==> src/rtl/vxe_skid_buf.sv <==
// Two-entry valid/ready skid buffer with registered upstream ready and a downstream write-enable strobe.
// Optional synchronous flush port is built when VXE_SKID_BUF_FLUSH_EN is defined.
module vxe_skid_buf #(
    parameter int DATA_WIDTH = 32
) (
    input  logic                  clk,
    input  logic                  nrst,
    input  logic                  i_valid,
    input  logic [DATA_WIDTH-1:0] i_data,
    output logic                  i_rdy,
    output logic                  o_valid,
    output logic [DATA_WIDTH-1:0] o_data,
    input  logic                  o_rdy,
    output logic                  o_wr_en,
    output logic                  o_full
`ifdef VXE_SKID_BUF_FLUSH_EN
    ,
    input  logic                  flush
`endif
);

    // state    | meaning
    // ST_EMPTY | no word held
    // ST_ONE   | main entry holds the oldest word
    // ST_FULL  | main and skid entries both hold words; upstream stalled
    typedef enum logic [1:0] {
        ST_EMPTY = 2'd0,
        ST_ONE   = 2'd1,
        ST_FULL  = 2'd2
    } state_t;

    state_t                state_q, state_d;
    logic [DATA_WIDTH-1:0] main_q, main_d;
    logic [DATA_WIDTH-1:0] skid_q, skid_d;
    logic                  push;
    logic                  pop;

    assign i_rdy   = (state_q != ST_FULL);
    assign o_valid = (state_q != ST_EMPTY);
    assign o_full  = (state_q == ST_FULL);
    assign o_data  = main_q;
    assign o_wr_en = o_valid & o_rdy;

    assign push = i_valid & i_rdy;
    assign pop  = o_valid & o_rdy;

    always_comb begin
        state_d = state_q;
        main_d  = main_q;
        skid_d  = skid_q;
        case (state_q)
            ST_EMPTY: begin
                if (push) begin
                    state_d = ST_ONE;
                    main_d  = i_data;
                end
            end
            ST_ONE: begin
                if (push && pop) begin
                    main_d = i_data;
                end else if (push) begin
                    state_d = ST_FULL;
                    skid_d  = i_data;
                end else if (pop) begin
                    state_d = ST_EMPTY;
                end
            end
            ST_FULL: begin
                if (pop) begin
                    state_d = ST_ONE;
                    main_d  = skid_q;
                end
            end
            default: state_d = ST_EMPTY;
        endcase
`ifdef VXE_SKID_BUF_FLUSH_EN
        // A pop in the flush cycle still completes downstream; everything else is dropped.
        if (flush) begin
            state_d = ST_EMPTY;
        end
`endif
    end

    always_ff @(posedge clk) begin
        if (!nrst) begin
            state_q <= ST_EMPTY;
            main_q  <= '0;
            skid_q  <= '0;
        end else begin
            state_q <= state_d;
            main_q  <= main_d;
            skid_q  <= skid_d;
        end
    end

endmodule

==> config.mk <==
export PLATFORM = sky130hd
export DESIGN_NAME = vxe_skid_buf
export DESIGN_NICKNAME = d
export VERILOG_FILES = /design/src/rtl/vxe_skid_buf.sv
export SDC_FILE = /design/constraint.sdc
export NUM_CORES = 1
export LEC_CHECK = 0
export ABC_AREA = 1
export CAP_MARGIN = 25
export CORE_UTILIZATION = 40
export DETAILED_ROUTE_END_ITERATION = 10
export PLACE_DENSITY = 0.69
export SLEW_MARGIN = 10
export SYNTH_ARGS = -nofsm -noshare
export SYNTH_HDL_FRONTEND = slang
export SYNTH_SLANG_ARGS = --single-unit
export TNS_END_PERCENT = 100
==> constraint.sdc <==
create_clock -name clk -period 1.13 [get_ports clk]
set_input_delay 0.1695 -clock clk [delete_from_list [all_inputs] [get_ports clk]]
set_output_delay 0.1695 -clock clk [all_outputs]
set_load 0.05 [all_outputs]
# After elaboration in Yosys (flattened, before gate mapping)
# Index checks and enable logic that the tools add are counted.
# op_classes
mux	10
n_addsub	0
n_eq_ne	8
n_bitwise	3
n_mul	0
reduce_logical	7
div_mod_pow	0
shifts	0
order_cmp	0
# op_table
op	n
$mux W32	3
$pmux W32 S3	1
$mux W2	5
$ne A2 B2 Y1 const B	4
$reduce_and A4 Y1	2
$pmux W2 S3	1
$ne A3 B3 Y1 const B	1
$reduce_and A3 Y1	1
$reduce_bool A3 Y1	1
$and A1 B1 Y1	2
$eq A2 B1 Y1 const B	1
$eq A2 B2 Y1 const B	1
$logic_not A2 Y1	1
$ne A2 B1 Y1 const B	1
$reduce_bool A2 Y1	1
$logic_and A1 B1 Y1	1
$not A1 Y1	1
# word_totals
word_cells	31
reg_bits	66
memories	0
rom_bits	0
inputBits	36
latch_bits	0
out_inout_bits	36
mem_bits_rw	0

# Longest topological paths before layout
# Gate-level depths: netlist of run 1.
# logic_depth
word_depth	6
depth_mapped	8
ltp_nobuf	7

# Worst setup path before layout of run 1
# No wires, ideal clock.
# synth_path
path_type	flip-flop to output port
start	register state_q[1]
end	output o_wr_en
path_slack_ns	-0.222
t_required_ns	0.961
arrival_ns	1.182
n_path_buf	0
stages_incl_launch_ff	3
path_cell_list	dfxtp_1 -> nor2_1 -> nor2_1
# synth_via
elab_chain_cells	2
# synth_rtl
item	line_no	source
start, declared	32	state_t state_q, state_d;
start signal, assigned	90	state_q <= state_d;
$reduce_bool A2 Y1	39	assign o_valid = (state_q != ST_EMPTY);
$and A1 B1 Y1	42	assign o_wr_en = o_valid & o_rdy;
end, declared	14	output logic o_wr_en,
# Every way passes these cells.

# Final worst setup path of run 1
# layout_path
start	register state_q[0]
end	output o_full
# layout_via
elab_chain_cells	1
# layout_rtl
item	line_no	source
$eq A2 B2 Y1	40	assign o_full = (state_q == ST_FULL);
end, declared	15	output logic o_full
# Every way passes these cells.

==> flow_summary.ini, run 1 <==
[outcome]
status = finished, violations left
violations = setup timing

[synth]
synth_area_per_cell_sq_um = 6.30
yosys.area_share.simple_pct = 39.4
synthMuxAreaShare_pct = 0
synth_top_family_by_area = simple AND/OR/NAND/NOR gates
ys_warn_count = 0
synth_fp_nets = 508
ys_types = 17
synthCells = 472
synth_compound_area_share_pct = 5.72
synth-seq-cells = 66
netlist_area_sq_um = 2980
synth_xor_area_share_pct = 0
synth_fa_ha_area_share_pct = 0
seq_area_frac_synth_pct = 44.4

[timing]
finalSetupViolations = 57
drv_slew = 0
worst_slack_ns = -0.221
hold_viol = 0
skew_ns = 0.00544
hold_slack_ns = 0.0940
worst_pin_slew_ns = 0.372
fin_crit_ns = 1.35
fmax_ghz = 0.740
max_slew_margin_pct = 75.0
period_share_pct = 120
rsz0062_at_grt = yes

[layout]
fin_cells = 654
layout.nets = 587
syn_to_final_growth_pct = 56.6
diodes = 0
finish.instance_area_sq_um = 4660
nFillCells = 608
drive_gt1_share_pct = 16.2

[setup_path]
path_max_fanout = 3
cp-start-kind = flop
worstPathCellList = buf_6, nor2_4, buf_12, buf_12
endpoint_kind = output pin
max_stage_delay_ns = 0.34
worst-path-buf-inv = 3
critPathKind = flop to output pin
crit_required_ns = 0.96
critical_path.top_delay_family = buffers and inverters
arrival_ns = 1.18
cpMostUsedCell = buf_12
slowest_stage = dfxtp_2

[power_and_ir_drop]
p_per_area_nw_per_um2 = 1400
p_comb_share_pct = 27.7
switching_power_mw = 1.97
power_mw = 6.52
swShare_pct = 30.2
ir_worst_vdd_uv = 868
p_leak_nw = 2.22
p_clk_share_pct = 31.7
pwr-share-seq_pct = 40.6
internal_power_mw = 4.55

[place]
dp_hpwl_um = 4420
port_buffers = 71
place_area_sq_um = 4160
gp_congestion = 0.823
dp.cells = 627

[die]
fp-row-count = 31
initial_utilization_pct = 41.2
io_pins = 72
die_w_um = 88.2
coreArea_sq_um = 7210
die_h_um = 88.2
die_area_sq_um = 7790

[clock_tree]
clock-sinks = 66
cts_tree = yes
cts.clk_slew.worst_paths_ns = 0.07
cts_buffers = 9
root_buffer = clkbuf_8
clock_latency_ns = 0.34
clock_tree.buffer_depth = 2
hold_buffers = 0
htreeDepth = 3

[drt]
vias = 2930
viasPerCell = 4.48
post-route-drc-count = 0
wl_um = 7730
drt-initial-drc-count = 157
first_pass_iters = 4
wl_per_cell_um = 11.8
final_antenna_net_count = 0

[grt]
antenna_found_initial = 0
grt_pass1_vias = 2765
overflow = 0
grtUsageTotal_pct = 21.6
grt_pass1_wl_um = 12600
grt_max_degree = 41

[hold_path]
hold_class = input pin to flop

[job]
drv_cap = 0
[power by group through the flow]
stage / logic (mW) / clock network (mW) / registers (mW)
floorplan: 0.569 / 0 / 3.01
global placement: 1.65 / 0 / 2.69
detailed placement: 1.67 / 0 / 2.70
CTS: 1.78 / 2.08 / 2.65
global route: 1.94 / 2.20 / 2.67
finish: 1.81 / 2.06 / 2.65
[metal layers]
metal / global-route usage [%] / wire length (um) / vias up
li1: - / - / 1553
met1: 26.0 / 3410 / 1298
met2: 36.6 / 3800 / 73
met3: 6.25 / 425 / 6
met4: 7.92 / 95 / 0
met5: 0 / 0 / -
[logic make-up (layout without fill, tap and decap cells)]
family,after synthesis,count (layout)
AND/OR/NAND/NOR,306,306
AO/OA/AOI/OAI,34,34
buffers and inverters,66,149
flip-flops,66,66
[cell type report]
cell class | count | area [sq um] | share of cell area, %
timing repair buffer | 93 | 1440 | 31.0
multi-input combinational | 340 | 1390 | 29.8
inverter | 41 | 173 | 3.71
sequential | 66 | 1330 | 28.5
tap | 99 | 124 | 2.66
clock buffer | 13 | 169 | 3.63
clock inverter | 2 | 35.0 | 0.752
[tightest hold or removal path, cell delays in order]
cell	delay, ns
buf_2	0.13
inv_1	0.07
a21oi_1	0.04
[sequential cells by signal (all words and copies together) (netlist names)]
register,flops
state_q,2
skid_q,32
o_data,32
[synth_stat cells]
cell      count  area share, %
nand2_2       2           0.42
buf_2         6            1.0
nor2_1      131             17
clkbuf_1      9            1.1
nand3_1       1           0.17
a21oi_1       1           0.17
buf_4         3           0.76
nand2_1     169             21
inv_2         3           0.38
buf_1         1           0.13
nor2_2        1           0.21
nor2_4        1           0.38
inv_1        38            4.8
o21ai_0      33            5.6
nand2_4       1           0.38
buf_6         6            2.3
dfxtp_1      66             44
[cells in the final DEF, fill, tap and decap left out, types with 2 or more instances in the layout]
cell type        count
nand2_2              2
buf_12              43
clkdlybuf4s50_1     34
o21ai_1             15
bufbuf_16            2
nand2_1            167
nand2_4              2
buf_16               3
inv_1               36
buf_6                4
clkbuf_8            12
o21ai_0             18
nor2_4               4
dfxtp_1             64
nor2_1             128
buf_4                6
inv_2                3
[repair_timing]
| action | CTS | global route |
|---|---|---|
| gates resized for setup | 23 | 20 |
| cloned | 5 | 0 |
| pin swaps | 4 | 2 |
| buffers inserted | 5 | 2 |
| endpoints found under the setup margin | 63 | 70 |
[worst paths after layout]
check             start          to  slack, ns  cells after the start
max          state_q[0]      o_full      -0.22                      4
min                nrst  state_q[1]       0.09                      3
max reg2reg  state_q[1]  o_data[17]      -0.20                      5
min reg2reg   skid_q[6]   skid_q[6]       0.49                      2
[per-stage QoR]
step	utilization [%]	setup TNS, ns	setup slack, ns
final	64.6	-7.88	-0.221
after detailed placement	57.6	-24.78	-0.513
after global placement	57.6	-22.57	-0.417
after floorplan	-	0	0.0336
after CTS	63.7	-6.76	-0.216
after global routing	64.6	-12.98	-0.283
Power figures use the tool's default switching activity.
==> run 2, diff against run 1 <==
- CORE_UTILIZATION: 40 -> 44
- GPL_ROUTABILITY_DRIVEN: default -> 0
- PLACE_DENSITY: 0.69 -> 0.75
==> run 2 against run 1 <==
  * The flow finishes with violations (DRC, setup timing)
  * Setup slack worse by 0.020 ns
  * Utilization increased by 12 points
  * Global-route usage fell by 0.43 points
  * Routed wire length is 15% higher
  * Power rose by 3.8%
  * Cell count fell by 1.7%
  * Worst hold slack improved by 0.096 ns
  * Design area rose by 5.9%
  * Sequential power about the same
  * Via count increased by 9.6%
==> flow_summary.ini, run 2 (synthesis results as in run 1) <==
[power_and_ir_drop]
p_per_area_nw_per_um2 = 1370
switching_power_mw = 2.08
p_clk_share_pct = 31.9
p_leak_nw = 2.32
swShare_pct = 30.7
ir_worst_vdd_uv = 983
internal_power_mw = 4.69
p_comb_share_pct = 28.9
pwr-share-seq_pct = 39.2

[layout]
finish.instance_area_sq_um = 4930
diodes = 0
mostFrequentLayoutCell = nand2_1
drive_gt1_share_pct = 24.6
final_cell_mix = 168 x nand2_1, 121 x nor2_1, 64 x dfxtp_1
nFillCells = 404
layout.nets = 597
fin_cells = 643
syn_to_final_growth_pct = 65.8

[grt]
grt_pass1_vias = 2749
grt_max_degree = 33
overflow = 0
grtUsageTotal_pct = 21.2
grt_pass1_wl_um = 12100
antenna_found_initial = 0

[setup_path]
endpoint_kind = output pin
critPathKind = flop to output pin
arrival_ns = 1.20
cp-start-kind = flop
path_max_fanout = 4
crit_required_ns = 0.96

[drt]
wl_um = 8920
drt-initial-drc-count = 202
viasPerCell = 4.99
post-route-drc-count = 12
final_antenna_net_count = 0
vias = 3211
first_pass_iters = 8
wl_per_cell_um = 13.9

[die]
die_w_um = 84.2
coreArea_sq_um = 6420
fp-row-count = 29
die_h_um = 84.2
initial_utilization_pct = 46.3
io_pins = 72
die_area_sq_um = 7090

[timing]
hold_slack_ns = 0.190
fin_crit_ns = 1.37
drv_slew = 0
hold_viol = 0
worst_pin_slew_ns = 0.293
skew_ns = 0.0123
period_share_pct = 121
finalSetupViolations = 70
max_slew_margin_pct = 80.5
rsz0062_at_grt = yes
fmax_ghz = 0.729
worst_slack_ns = -0.241

[outcome]
violations = DRC, setup timing
status = finished, violations left

[place]
place_area_sq_um = 4180
port_buffers = 71
dp.cells = 609
pre_cts_ws_ns = -0.485
dp_hpwl_um = 4420

[clock_tree]
root_buffer = clkbuf_8
clock_latency_ns = 0.34
cts.clk_slew.worst_paths_ns = 0.08
cts_buffers = 9
htreeDepth = 3
clock-sinks = 66
clock_tree.buffer_depth = 2
cts_tree = yes

[hold_path]
hold_class = input pin to flop

[job]
drv_cap = 0
run 2: cell count changes in the layout (fill, tap and decap cells not counted), moves of 5 or more:
cell,delta
o21ai_2,+33
o21ai_0,-18
o21ai_1,-15
nor2_1,-7
nor2_2,+7
clkbuf_16,+6
buf_4,+5
run 2: path summary, 6_finish.rpt:
kind / from / to / slack, ns / cells past startpoint
worst min-delay path: nrst / skid_q[4] / 0.19 / 3
worst max-delay path: state_q[0] / o_valid / -0.24 / 4
worst max register to register: state_q[1] / state_q[0] / -0.20 / 10
worst min register to register: skid_q[25] / skid_q[25] / 0.49 / 2
run 2: layout make-up:
class	instances	area, sq um	share of cell area (%)
Timing Repair Buffer	103	1580	32.0
Multi-Input combinational cell	340	1530	31.0
Sequential cell	66	1330	26.9
Clock buffer	15	186	3.78
Inverter	41	185	3.75
Tap cell	77	96.3	1.95
Clock inverter	1	30.0	0.609
run 2: layer usage:
metal / track usage, % / share of wire [%]
met5: 0 / 0
met4: 11.4 / 2.2
met3: 4.23 / 5.9
met2: 36.0 / 52
met1: 25.2 / 40
run 2: through the flow:
| stage | util, % | TNS (ns) | power, mW |
|---|---|---|---|
| finish | 76.8 | -10.29 | 6.77 |
| global route | 76.8 | -13.59 | 7.02 |
| CTS | 70.1 | -7.00 | 6.54 |
| detailed placement | 65.1 | -24.92 | 4.40 |
| global placement | 65.1 | -22.73 | 4.37 |
| floorplan | - | 0 | 3.58 |
run 2: power by group through the flow:
| stage | logic (mW) | registers (mW) | clock network, mW |
|---|---|---|---|
| floorplan | 0.569 | 3.01 | 0 |
| finish | 1.96 | 2.65 | 2.16 |
| global route | 2.08 | 2.67 | 2.27 |
| detailed placement | 1.70 | 2.70 | 0 |
| global placement | 1.68 | 2.69 | 0 |
| CTS | 1.74 | 2.64 | 2.15 |
run 2: critical path, stage by stage (launching register included):
cell	delay, ns
dfxtp_4	0.38
buf_6	0.13
nor2_4	0.14
inv_2	0.06
buf_12	0.14
run 2: repair_timing:
item / 4_1_cts / 5_1_grt
pin swaps: 2 / 12
resized for setup: 14 / 91
setup endpoints to repair: 68 / 70
gates cloned: 1 / 6
buffers inserted: 3 / 8
hold buffers: 0 / 0
==> run 3, diff against run 2 <==
- HOLD_SLACK_MARGIN: default -> 0.06
==> results of run 3 <==
No change in the layout: final DEF, timing and power equal those of run 2.
